===== config.mk =====
export PLATFORM = sky130hd
export DESIGN_NAME = tile_redraw_scheduler
export DESIGN_NICKNAME = d
export VERILOG_FILES = /design/src/rtl/board_pkg.sv /design/src/rtl/rr_tile_picker.sv /design/src/rtl/tile_redraw_scheduler.sv
export SDC_FILE = /design/constraint.sdc
export NUM_CORES = 1
export LEC_CHECK = 0
export ABC_CLOCK_PERIOD_IN_PS = 9600
export BUFFER_PORTS_ARGS = -buffer_cell sky130_fd_sc_hd__buf_2
export CAP_MARGIN = 20
export CORE_MARGIN = 5
export CORE_UTILIZATION = 35
export CTS_BUF_LIST = sky130_fd_sc_hd__clkbuf_16
export CTS_CLUSTER_SIZE = 30
export DETAILED_ROUTE_END_ITERATION = 16
export PLACE_DENSITY = 0.51
export SETUP_SLACK_MARGIN = 0.2
export SLEW_MARGIN = 30
export SYNTH_ARGS = -nofsm -noshare
export SYNTH_HDL_FRONTEND = slang
export SYNTH_HIERARCHICAL = 1
export SYNTH_SLANG_ARGS = --single-unit

===== constraint.sdc =====
create_clock -name clk -period 9.6 [get_ports clk]
set_input_delay 1.44 -clock clk [delete_from_list [all_inputs] [get_ports clk]]
set_output_delay 1.44 -clock clk [all_outputs]
set_load 0.1 [all_outputs]

===== src/rtl/board_pkg.sv =====
// rtl/board_pkg.sv - board geometry, draw FSM states and a constant-scaling helper
package board_pkg;
    localparam int BOARD_COLS = 8;
    localparam int BOARD_ROWS = 8;
    localparam int N_TILES    = 64;
    localparam int TILE_W     = 19;
    localparam int TILE_H     = 14;

    typedef enum logic {
        IDLE = 1'b0,
        DRAW = 1'b1
    } draw_state_e;

    // Multiply a 3-bit col/row by a constant tile size as a shift-add chain.
    function automatic logic [7:0] scale_idx(input logic [2:0] idx, input int k);
        logic [7:0] acc;
        acc = '0;
        for (int b = 0; b < 8; b++) begin
            if (k[b]) acc = acc + (8'(idx) << b);
        end
        return acc;
    endfunction
endpackage


===== src/rtl/rr_tile_picker.sv =====
// rtl/rr_tile_picker.sv - first set pending tile at or above rr_ptr, wrapping 63 -> 0
module rr_tile_picker
    import board_pkg::*;
(
    input  logic [N_TILES-1:0] pending,
    input  logic [5:0]         rr_ptr,
    output logic               found,
    output logic [5:0]         tile
);
    logic [N_TILES-1:0] rotated;
    logic [5:0]         offset;

    always_comb begin
        rotated = '0;
        offset  = '0;
        for (int i = 0; i < N_TILES; i++) begin
            rotated[i] = pending[6'(i) + rr_ptr];
        end
        // Descending scan leaves the lowest set offset, i.e. nearest to rr_ptr.
        for (int i = N_TILES - 1; i >= 0; i--) begin
            if (rotated[i]) offset = 6'(i);
        end
        found = |pending;
        tile  = rr_ptr + offset;
    end
endmodule


===== src/rtl/tile_redraw_scheduler.sv =====
// rtl/tile_redraw_scheduler.sv - dirty-tile tracker and per-tile pixel sweep for the VGA plot port
module tile_redraw_scheduler #(
    parameter int TILE_W    = board_pkg::TILE_W,
    parameter int TILE_H    = board_pkg::TILE_H,
    parameter int INIT_FULL = 1
) (
    input  logic        clk,
    input  logic        reset,
    input  logic [63:0] dirty_set,
    input  logic        full_redraw,
    input  logic        pause,
    output logic [5:0]  tile_n,
    output logic [4:0]  x_count,
    output logic [3:0]  y_count,
    output logic [7:0]  x,
    output logic [6:0]  y,
    output logic        plot,
    output logic        tile_done,
    output logic        idle
);
    import board_pkg::*;

    draw_state_e  state, state_next;
    logic [63:0]  pending;
    logic [63:0]  clear_mask;
    logic [5:0]   rr_ptr;
    logic         pick_found;
    logic [5:0]   pick_tile;
    logic         select;
    logic         advance;
    logic         last_px;

    rr_tile_picker u_picker (
        .pending (pending),
        .rr_ptr  (rr_ptr),
        .found   (pick_found),
        .tile    (pick_tile)
    );

    assign last_px = (x_count == 5'(TILE_W - 1)) && (y_count == 4'(TILE_H - 1));

    always_comb begin
        state_next = state;
        select     = 1'b0;
        advance    = 1'b0;
        clear_mask = '0;
        case (state)
            IDLE: begin
                if (!pause && pick_found) begin
                    select                = 1'b1;
                    clear_mask[pick_tile] = 1'b1;
                    state_next            = DRAW;
                end
            end
            DRAW: begin
                if (!pause) begin
                    advance = 1'b1;
                    if (last_px) state_next = IDLE;
                end
            end
            default: state_next = IDLE;
        endcase
    end

    always_ff @(posedge clk) begin
        if (reset) state <= IDLE;
        else       state <= state_next;
    end

    always_ff @(posedge clk) begin
        if (reset) begin
            pending   <= {64{INIT_FULL != 0}};
            rr_ptr    <= '0;
            tile_n    <= '0;
            x_count   <= '0;
            y_count   <= '0;
            tile_done <= 1'b0;
        end else begin
            // Sets are ORed after the clear so a re-mark of the selected tile survives.
            pending   <= (pending & ~clear_mask) | dirty_set | {64{full_redraw}};
            tile_done <= advance && last_px;
            if (select) begin
                tile_n  <= pick_tile;
                x_count <= '0;
                y_count <= '0;
            end else if (advance) begin
                if (last_px) begin
                    rr_ptr <= tile_n + 6'd1;
                end else if (x_count == 5'(TILE_W - 1)) begin
                    x_count <= '0;
                    y_count <= y_count + 4'd1;
                end else begin
                    x_count <= x_count + 5'd1;
                end
            end
        end
    end

    assign plot = (state == DRAW) && !pause;
    assign idle = (state == IDLE) && (pending == '0);
    assign x    = scale_idx(tile_n[2:0], TILE_W) + 8'(x_count);
    assign y    = 7'(scale_idx(tile_n[5:3], TILE_H)) + 7'(y_count);
endmodule


After elaboration in Yosys (flattened, before gate mapping)
Cells that the tools add are included.

word-level totals
  flip-flop bits (word level) = 87
  input bits = 68

operators by class
  $add $sub $neg = 73
  order comparisons = 66
  eq/ne operators = 2
  mux-type cells = 204
  bitwise gates (word level) = 7
  reductions and logical operators = 13

operator list
  kind                 number
  $lt 6x7->1 const B   65
  $bmux 1 s6           64
  $mux 6               64
  $add 6x6->6 const A  32
  $mux 64              2
  $or 64x64->64        2
  $add 5x6->6 const A  16
  $mux 1               71
  $and 64x64->64       1
  $logic_not 64->1     1
  $not 64->64          1
  $reduce_or 64->1     1
  $add 4x6->6 const A  8
  $add 3x6->6 const A  4
  $add 2x6->6 const A  2
  $add 5x7->8          1
  $add 8x5->8          1
  $add 6x6->7          1
  $add 7x4->7          1
  $add 1x6->6 const A  1
  $add 4x5->6          1
  $add 6x1->6 const B  1
  $add 6x6->6          1
  $demux 1 s6          1
  14 further kinds     22

Depth between registers and ports, before layout
Gate-level depths: netlist of the first run.

  word-level depth = 78
  mapped depth = 31

By module
Netlist of the first run, hierarchy kept.

modules (own cells, without submodules)
  module                 times used  cells each  area an instance (sq um)  seq. area each (sq um)
  rr_tile_picker         1           792         8672.1                    0.0
  tile_redraw_scheduler  1           418         4033.9                    1741.7

Least setup slack after synthesis of the first run
No wires, ideal clock.

  kind = register -> register
  start = reg rr_ptr[2]
  end = reg pending[32]
  setup time = 0.120 ns
  arrival = 6.885 ns
  required time = 9.480 ns
  setup slack = 2.595 ns
  cell stages (with the launch flop) = 28
  path through = dfxtp_1 > buf_2 > buf_4 > buf_2 > buf_1 > inv_1 > ha_1 > buf_6 > buf_2 > mux4_2 > mux4_1 > mux4_1 > nor2b_1 > nand4_1 > nor4b_1 > o21a_1 > o2bb2ai_1 > ha_1 > a21o_1 > a21oi_1 > o21bai_1 > a21oi_1 > xnor2_1 > xnor2_1 > buf_2 > nor3b_1 > nand2_1 > a211o_1

on the way
  longest elaborated chain between the ends = 78

ends and longest elaborated chain
  element                                                         RTL line                     RTL
  start: declaration                                              tile_redraw_scheduler.sv:26  logic [5:0] rr_ptr;
  start signal: assignment                                        tile_redraw_scheduler.sv:88  rr_ptr <= tile_n + 6'd1;
  $add 6x6->6                                                     rr_tile_picker.sv:17         rotated[i] = pending[6'(i) + rr_ptr];
  $bmux 1 s6                                                      rr_tile_picker.sv:17
  $mux 1 (not written as such)                                    rr_tile_picker.sv:17
  $mux 6 (64 in a row)                                            rr_tile_picker.sv:21         if (rotated[i]) offset = 6'(i);
  $add 6x6->6 *                                                   rr_tile_picker.sv:24         tile = rr_ptr + offset;
  net pick_tile[5]                                                tile_redraw_scheduler.sv:28  logic [5:0] pick_tile;
  $lt 6x7->1 (not written as such) or $ge 6x1->1 (tied branches)  tile_redraw_scheduler.sv:51  clear_mask[pick_tile] = 1'b1;
  $logic_and 1x1->1 (not written as such)                         tile_redraw_scheduler.sv:51
  $mux 1 (not written as such)                                    tile_redraw_scheduler.sv:51
  $demux 1 s6 *                                                   tile_redraw_scheduler.sv:51
  $mux 64 *                                                       tile_redraw_scheduler.sv:49  if (!pause && pick_found) begin
  $mux 64 *                                                       tile_redraw_scheduler.sv:47  case (state)
  $not 64->64 *                                                   tile_redraw_scheduler.sv:80  pending <= (pending & ~clear_mask) | dirty_set | {64{full_redraw}};
  $and 64x64->64 *                                                tile_redraw_scheduler.sv:80
  $or 64x64->64 * (2 in a row)                                    tile_redraw_scheduler.sv:80
  end signal: assignment                                          tile_redraw_scheduler.sv:72  pending <= {64{INIT_FULL != 0}};
  end signal: assignment                                          tile_redraw_scheduler.sv:80
  end: declaration                                                tile_redraw_scheduler.sv:24  logic [63:0] pending;

The timed path passes the listed nets; every way through them passes the cells marked *. The select of a mux whose other input is x is not followed.
A chain may end at the register's enable or synchronous reset.

Worst setup path in the final report of the first run
  start = reg rr_ptr[0]
  end = reg pending[46]

Same word-level chain as after synthesis.

==> impl_results.md, run 1 <==
- Outcome: finished, final reports clean
- I/O Buffers: 100
- TNS Setup: 0 ns
- Pwr dens: about 55 mW/mm^2
- Worst path depth: 23
- Design area: 0.0139 mm^2
- Total global routing overflow: 0
- CP startpoint kind: flop
- Peak VDD IR: between 0.00009 and 0.0001 V
- Largest net degree at the start of global routing: 68
- Critical Path RT: between 9 and 10 ns
- Die area: around 0.04 mm^2
- Initial antenna violation count: 0
- Fraction of layout cells with a size suffix above 1: ~29%
- Antenna Violating Nets Remaining: 0
- # diodes: 0
- Ratio of final minimum period to clock period: approximately 86%
- Number of synthesized flops with an enable pin: 0
- H-tree depth: 3
- Worst hold path type: reg2reg
- Crit-path slowest cell: a2111oi_1
- Mean Syn Cell Area: approximately 11 um^2
- Worst EP arrival: between 8 and 9 ns
- Number of buffers created by CTS: 9
- Placed Area: 0.0136 mm^2
- Finish-stage setup viols: 0
- Clk root buf: clkbuf_16
- Clk_skew: between 0.009 and 0.01 ns
- Reg clk slew, reported paths: roughly 0.070 ns
- Fin. Hold Viols: 0
- R2R cell count: 23
- Synth warnings: 6
- Worst Hold Depth: 2
- Row count: a little under 70
- Detailed placer's ending HPWL: 37.4 mm
- Clock Latency Late Sink: about 0.35 ns
- Max-cap violations: 0
- CP Cell Sequence: inv_1, ha_2, buf_12, mux4_2, mux4_2, mux2_2, a2111oi_1, a2111oi_1, o2111ai_1, o221ai_1, nor3_1, o22ai_1, ha_1, a21o_1, a21oi_1, o21bai_1, a21oi_1, xnor2_1, xnor2_1, nand2_1, nor2_1, nand2_1, a211o_1
- RSZ-0062 raised after global routing: no
- Final min period: ~8.2 ns
- Post-CTS Setup Inserts: 0
- Drt first-iter violations: between 1000 and 1500
- Total track usage: 23.6%
- Core box area: about 0.036 mm^2
- Synthesized area: approximately 0.013 mm^2
- FFs w/ async S/R, synth: 0%
- Crit path kind: reg2reg
- Vias in the first global route: 11456
- Syn nets: ~1300
- Die Y-Extent: around 200 um
- Total iterations of the first detailed-routing run: 7
- # clock sinks: 87
- Gpl congestion: approximately 0.96
- Drt wl/cell: about 29 um
- Clk buf depth: 2
- Max Freq: 0.122 GHz
- Synth area leaders: mux4_2 30%, dfxtp_1 14%, mux2i_1 9.1%
- Top-Level Pins: slightly above 100
- Worst-path maximum fanout: 48
- Ys flop type: dfxtp_1
- Die Wd: 201 um
- FF+latch count, synth: between 80 and 90
- Number of remaining DRC errors: 0
- Leading area contributor after synthesis: mux4_2
- Top Family by Delay on Critical Path: compound AO/OA/AOI/OAI gates
- Vias per Instance: 6.74
- Post-synthesis sequential area ratio: 13.7%
- Slowest stage delay, CP: approximately 0.80 ns
- Leak: between 4 and 5 nW
- CP Buf/Inv Count: 2
- Routed WL: around 49 mm
- Synthesized netlist cell count: 1210
- Detailed-route via count: approximately 12000
- Share of the synthesized area in the top cell type: between 20% and 30%
- Post_cts resized: 0
- Number of distinct library cells after synthesis: 77
- Global-route wire length before repair: ~74 mm
- CTS tree: yes
- Element type at the critical path end: flop
- CTS Hold Bufs: 0
- Max-slew violation count: 0
- Initial cell density of the core: between 30% and 40%
- Final nets: 1390
- Measured slew at the worst slew-check pin: between 0.9 and 1 ns
- Relative slew slack: 34.3%
- Area growth syn-to-layout: 9.50%
## tightest hold or removal path: cells and delay by family, from the launching register on
family	cells	cell delay [ns]
AND/OR/NAND/NOR	1	0.12
AO/OA/AOI/OAI	1	0.06
flip-flops	1	0.37
## cell families (layout without fill, tap and decap cells)
group / Yosys count / count (layout) / synth area share (%)
compound gates: 197 / 197 / 11.4
xor+xnor: 78 / 78 / 5.58
fa+ha+maj: 55 / 55 / 5.95
buf+inv: 113 / 175 / 4.04
flops: 87 / 87 / 13.7
mux: 331 / 331 / 45.0
simple gates: 349 / 349 / 14.4
## metal layers
metal	global-route usage, %	wire, um
met5	0.833	0
met1	31.4	20300
met3	4.02	3970
met2	38.2	22800
met4	10.2	2360
## worst paths after layout
kind                                  from           to  slack [ns]
worst max register to register   rr_ptr[0]  pending[46]        1.39
worst min register to register  y_count[1]   y_count[1]        0.59
worst max-delay path             rr_ptr[0]  pending[46]        1.39
worst min-delay path            y_count[1]   y_count[1]        0.59
## state kept, by name, indices dropped and copies added (netlist names)
signal,flops
pending,64
rr_ptr,6
tile_n,6
x_count,5
y_count,4
state,1
tile_done,1
## report_power, final
part	switching [mW]	internal, mW	leakage, nW
clock network	0.156	0.203	0.148
registers	0.00180	0.361	0.706
logic	0.0253	0.0145	3.36
## metrics by stage
| stage | hold slack (ns) | std cells | setup slack (ns) | power [mW] | util, % |
|---|---|---|---|---|---|
| global route | 0.644 | 1733 | 0.881 | 0.786 | 38.9 |
| floorplan | 0.447 | 1210 | 2.60 | 0.390 | - |
| global placement | 0.566 | 1717 | 1.55 | 0.410 | 38.0 |
| CTS | 0.590 | 1733 | 1.61 | 0.768 | 38.9 |
| detailed placement | 0.579 | 1717 | 1.64 | 0.410 | 38.0 |
| finish | 0.591 | 1733 | 1.39 | 0.761 | 38.9 |
## cell usage in the layout, fill, tap and decap left out, types with 4 or more instances in the layout
cell type,count
mux4_2,167
nand2_1,123
mux2i_1,115
buf_2,100
dfxtp_1,84
a211o_1,65
xnor2_1,63
nor2_1,49
a21oi_1,46
ha_1,44
nor4_1,41
inv_1,37
mux2_2,28
nor3_1,22
nand4_1,19
nand3_1,18
nor2b_1,17
buf_4,16
mux4_1,16
nand2b_1,12
xor2_1,10
a211oi_1,10
fa_1,9
clkbuf_16,9
o211ai_1,8
o21ai_0,8
a21boi_0,8
a22o_1,8
o21a_1,6
and3_1,6
a31oi_1,6
inv_2,6
nor3b_1,5
or2_2,5
a21o_1,4
xnor2_2,4
mux2_1,4
o22ai_1,4
## Yosys cell counts (7+ instances only)
master    count
a211o_1      65
a211oi_1     10
a21boi_0      8
a21oi_1      46
a22o_1        8
buf_1         8
buf_2        24
buf_4         7
clkbuf_1     28
dfxtp_1      87
fa_1          9
ha_1         46
inv_1        36
mux2_2       28
mux2i_1     115
mux4_1       16
mux4_2      167
nand2_1     123
nand2b_1     12
nand3_1      18
nand4_1      19
nor2_1       49
nor2b_1      17
nor3_1       22
nor3b_1       7
nor4_1       41
o211ai_1      8
o21ai_0       8
xnor2_1      66
xor2_1       10
## final cells by class
class | count | area, um^2
flip-flops and latches | 87 | 1750
well taps | 461 | 577
multi-input cells | 1010 | 10500
fillers | 3627 | 21800
inverters | 42 | 158
repair buffers | 117 | 641
clock buffers | 9 | 225
clock inverters | 7 | 72.6
Power figures use the tool's default switching activity.
==> run 2: changes to the inputs <==
--- a/config.mk
+++ b/config.mk
@@ -5,6 +5,7 @@
 export SDC_FILE = /design/constraint.sdc
 export NUM_CORES = 1
 export LEC_CHECK = 0
+export ABC_AREA = 1
 export ABC_CLOCK_PERIOD_IN_PS = 9600
 export BUFFER_PORTS_ARGS = -buffer_cell sky130_fd_sc_hd__buf_2
 export CAP_MARGIN = 20
@@ -13,7 +14,7 @@
 export CTS_BUF_LIST = sky130_fd_sc_hd__clkbuf_16
 export CTS_CLUSTER_SIZE = 30
 export DETAILED_ROUTE_END_ITERATION = 16
-export PLACE_DENSITY = 0.51
+export PLACE_DENSITY = 0.52
 export SETUP_SLACK_MARGIN = 0.2
 export SLEW_MARGIN = 30
 export SYNTH_ARGS = -nofsm -noshare
==> run 2 against run 1 <==
Net effect:
- global-route usage increased by 0.78 points
- clock power is 6.1% lower
- synthesized area decreased by 13%
- utilization hardly changed
- register-to-register slack better by 0.05 ns
- critical path type unchanged
- critical endpoint is now pending[62]
- largest power group unchanged
==> impl_results.md, run 2 <==
- Syn nets: 2068 (+55%)
- Peak VDD IR: 0.0000961 V (+6.2%)
- Die area: 0.0350 mm^2 (-13%)
- Synth area leaders: nand2_1 19%, nand3_1 17%, dfxtp_1 16%
- Area of the multi-input gates: 0.00818 mm^2 (-22%)
- Synth warnings: 6 (unchanged)
- Measured slew at the worst slew-check pin: 1.00 ns (+0.0249 ns)
- Vias in the first global route: 12082 (+5.5%)
- TNS Setup: 0 ns (unchanged)
- Gpl congestion: 1.02 (+6.1%)
- Detailed placer's ending HPWL: 36.3 mm (-2.9%)
- Core box area: 0.0308 mm^2 (-14%)
- # diodes: 0 (unchanged)
- Worst Hold Depth: 2 (unchanged)
- Outcome: finished, final reports clean
- Max Freq: 0.122 GHz (+0.57%)
- CTS Hold Bufs: 0 (unchanged)
- Routed wl met2: 19.5 mm (-14%)
- Finish-stage setup viols: 0 (unchanged)
- Max-cap violations: 0 (unchanged)
- Top flop regs: pending (64), rr_ptr (6), tile_n (6)
- Final nets: 2127 (+53%)
- Drt first-iter violations: 1358 (+14%)
- Row count: 64 (-7.2%)
- Pwr dens: 67.5 mW/mm^2 (+23%)
- Max-slew violation count: 0 (unchanged)
- Leading area contributor after synthesis: nand2_1
- Clk root buf: clkbuf_16
- Clock Latency Late Sink: 0.35 ns (about the same)
- Total iterations of the first detailed-routing run: 6 (-1)
- Crit-path slowest cell: xor2_1
- Number of remaining DRC errors: 0 (unchanged)
- Biggest register: pending
- Most common cell after layout, fill and taps aside: nand2_1
- Max Used Layer: met4
- Synthesized area: 0.0110 mm^2 (-13%)
- Post_cts resized: 0 (unchanged)
- Worst setup margin: 1.43 ns (+0.0467 ns)
- Pwr Total: 810 uW (+6.4%)
- Vias per Instance: 5.46 (-19%)
- Area growth syn-to-layout: 9.25%
- Slowest stage delay, CP: 0.68 ns (-0.12 ns)
- Post-CTS Setup Inserts: 0 (unchanged)
- Element type at the critical path end: flop
- Number of distinct library cells after synthesis: 50 (-35%)
- Cells after DPL: 2389 (+39%)
- Fraction of layout cells with a size suffix above 1: 9.61% (-19 points)
- Worst-path maximum fanout: 42 (-13%)
- Share of the synthesized area in the top cell type: 19.5% (-10 points)
- Clk_skew: 0.00919 ns (-0.000706 ns)
- RSZ-0062 raised after global routing: no
- Most frequent cells in the layout: 570 x nand2_1, 366 x nand3_1, 196 x nor2_1, 161 x inv_1, 113 x o21ai_0
- Fin. Hold Viols: 0 (unchanged)
- Placement Setup Slack: 1.56 ns (-0.0810 ns)
- Mean Syn Cell Area: 5.65 um^2 (-46%)
- Routed WL: 44.6 mm (-9.7%)
- Worst EP arrival: 8.41 ns (-0.05 ns)
- Post-Layout Cell Count: 2405 (+39%)
- Number of buffers created by CTS: 9 (unchanged)
- Count leader, synth: nand2_1
- FFs w/ async S/R, synth: 0% (unchanged)
- Total global routing overflow: 0 (unchanged)
- Reg clk slew, reported paths: 0.07 ns (about the same)
- I/O Buffers: 100 (unchanged)
- Ratio of final minimum period to clock period: 85.1% (-0.49 points)
- Crit path kind: reg2reg
- H-tree depth: 3 (unchanged)
- Die Wd: 187 um (-6.6%)
- Final min period: 8.17 ns (-0.0467 ns)
- Leak: 5.84 nW (+38%)
- Post-synthesis sequential area ratio: 15.8% (+2.1 points)
- Top-Level Pins: 101 (unchanged)
- Clk buf depth: 2 (unchanged)
- Detailed-route via count: 13135 (+13%)
- Max reg flops: 64 (unchanged)
- Filler instances: 3422 (-5.7%)
- Total track usage: 24.4% (+0.78 points)
- Antenna Violating Nets Remaining: 0 (unchanged)
- Most used cell along the critical path: nand2_1
- Initial cell density of the core: 35.7% (+0.10 points)
- Wire length on met3: 3.07 mm (-23%)
- Drt wl/cell: 18.6 um (-35%)
- CP startpoint kind: flop
- Synthesized netlist cell count: 1945 (+61%)
- Synth top cells by count: 570 x nand2_1, 366 x nand3_1, 196 x nor2_1
- Critical Path RT: 9.84 ns (about the same)
- Ys flop type: dfxtp_1
- Initial antenna violation count: 0 (unchanged)
- FF+latch count, synth: 87 (unchanged)
- Largest net degree at the start of global routing: 75 (+10%)
- Worst hold path type: reg2reg
- Relative slew slack: 32.8% (-1.5 points)
- Die Y-Extent: 187 um (-6.6%)
- R2R cell count: 75 (+230%)
- # clock sinks: 87 (unchanged)
- Storage cell area: 0.00174 mm^2 (-0.43%)
- CTS tree: yes
- Number of synthesized flops with an enable pin: 0 (unchanged)
- WL met1: 20.8 mm (+2.6%)
- Global-route wire length before repair: 68.4 mm (-7.8%)
==> run 2: changes by cell type after synthesis, sizes merged, moves of 29 or more <==
cell,previous run,this run
nor2,52,201
mux4,183,0
xor2,10,53
xnor2,68,6
mux2i,116,7
o21ai,10,152
o21a,6,35
inv,42,190
a31oi,6,37
a211o,65,0
mux2,32,0
nand2,123,579
nand3,18,376
==> run 2: metrics by stage <==
| step | hold WS (ns) | cell area [um^2] | utilization (%) |
|---|---|---|---|
| floorplan | 0.413 | 11000 | - |
| global placement | 0.493 | 11700 | 38.0 |
| detailed placement | 0.515 | 11700 | 38.0 |
| CTS | 0.525 | 12000 | 38.9 |
| global route | 0.552 | 12000 | 39.0 |
| finish | 0.516 | 12000 | 39.0 |
==> run 2: cell type report <==
type                            count  area share [%]
Clock buffer                        9            1.88
Clock inverter                      7           0.458
Inverter                          194            6.13
Multi-Input combinational cell   1602            68.1
Sequential cell                    87            14.5
Tap cell                          396            4.13
Timing Repair Buffer              110            4.79
==> run 2: critical path, delay by kind of cell, from the launching register on <==
| family | cells | cell delay, ns |
|---|---|---|
| fa+ha+maj | 3 | 0.83 |
| compound gates | 5 | 0.92 |
| simple gates | 63 | 3.92 |
| buf+inv | 2 | 0.71 |
| flops | 1 | 0.36 |
| xor+xnor | 2 | 1.34 |
==> run 2: kinds of logic (layout without fill, tap and decap cells) <==
family / count (synthesis) / after routing / synth area share (%)
adder cells (fa/ha/maj): 55 / 55 / 6.88
buffers and inverters: 256 / 320 / 9.74
flip-flops: 87 / 87 / 15.8
multiplexers: 7 / 7 / 0.637
XOR/XNOR: 59 / 59 / 5.08
AO/OA/AOI/OAI: 279 / 279 / 14.4
AND/OR/NAND/NOR: 1202 / 1202 / 47.4
==> run 2: metal layers <==
metal / vias up / track usage (%)
met3: 63 / 2.84
met5: - / 0
met1: 5983 / 34.2
li1: 6542 / -
met2: 547 / 39.5
met4: 0 / 7.34
==> run 2: final timing paths <==
kind / from / end / slack [ns]
max: rr_ptr[1] / pending[62] / 1.43
min reg2reg: state / state / 0.52
max reg2reg: rr_ptr[1] / pending[62] / 1.43
min: state / state / 0.52
==> run 2: where the power goes <==
part,internal (mW),switching [mW]
logic,0.0250,0.0810
registers,0.363,0.00448
clock network,0.179,0.158
total,0.567,0.243
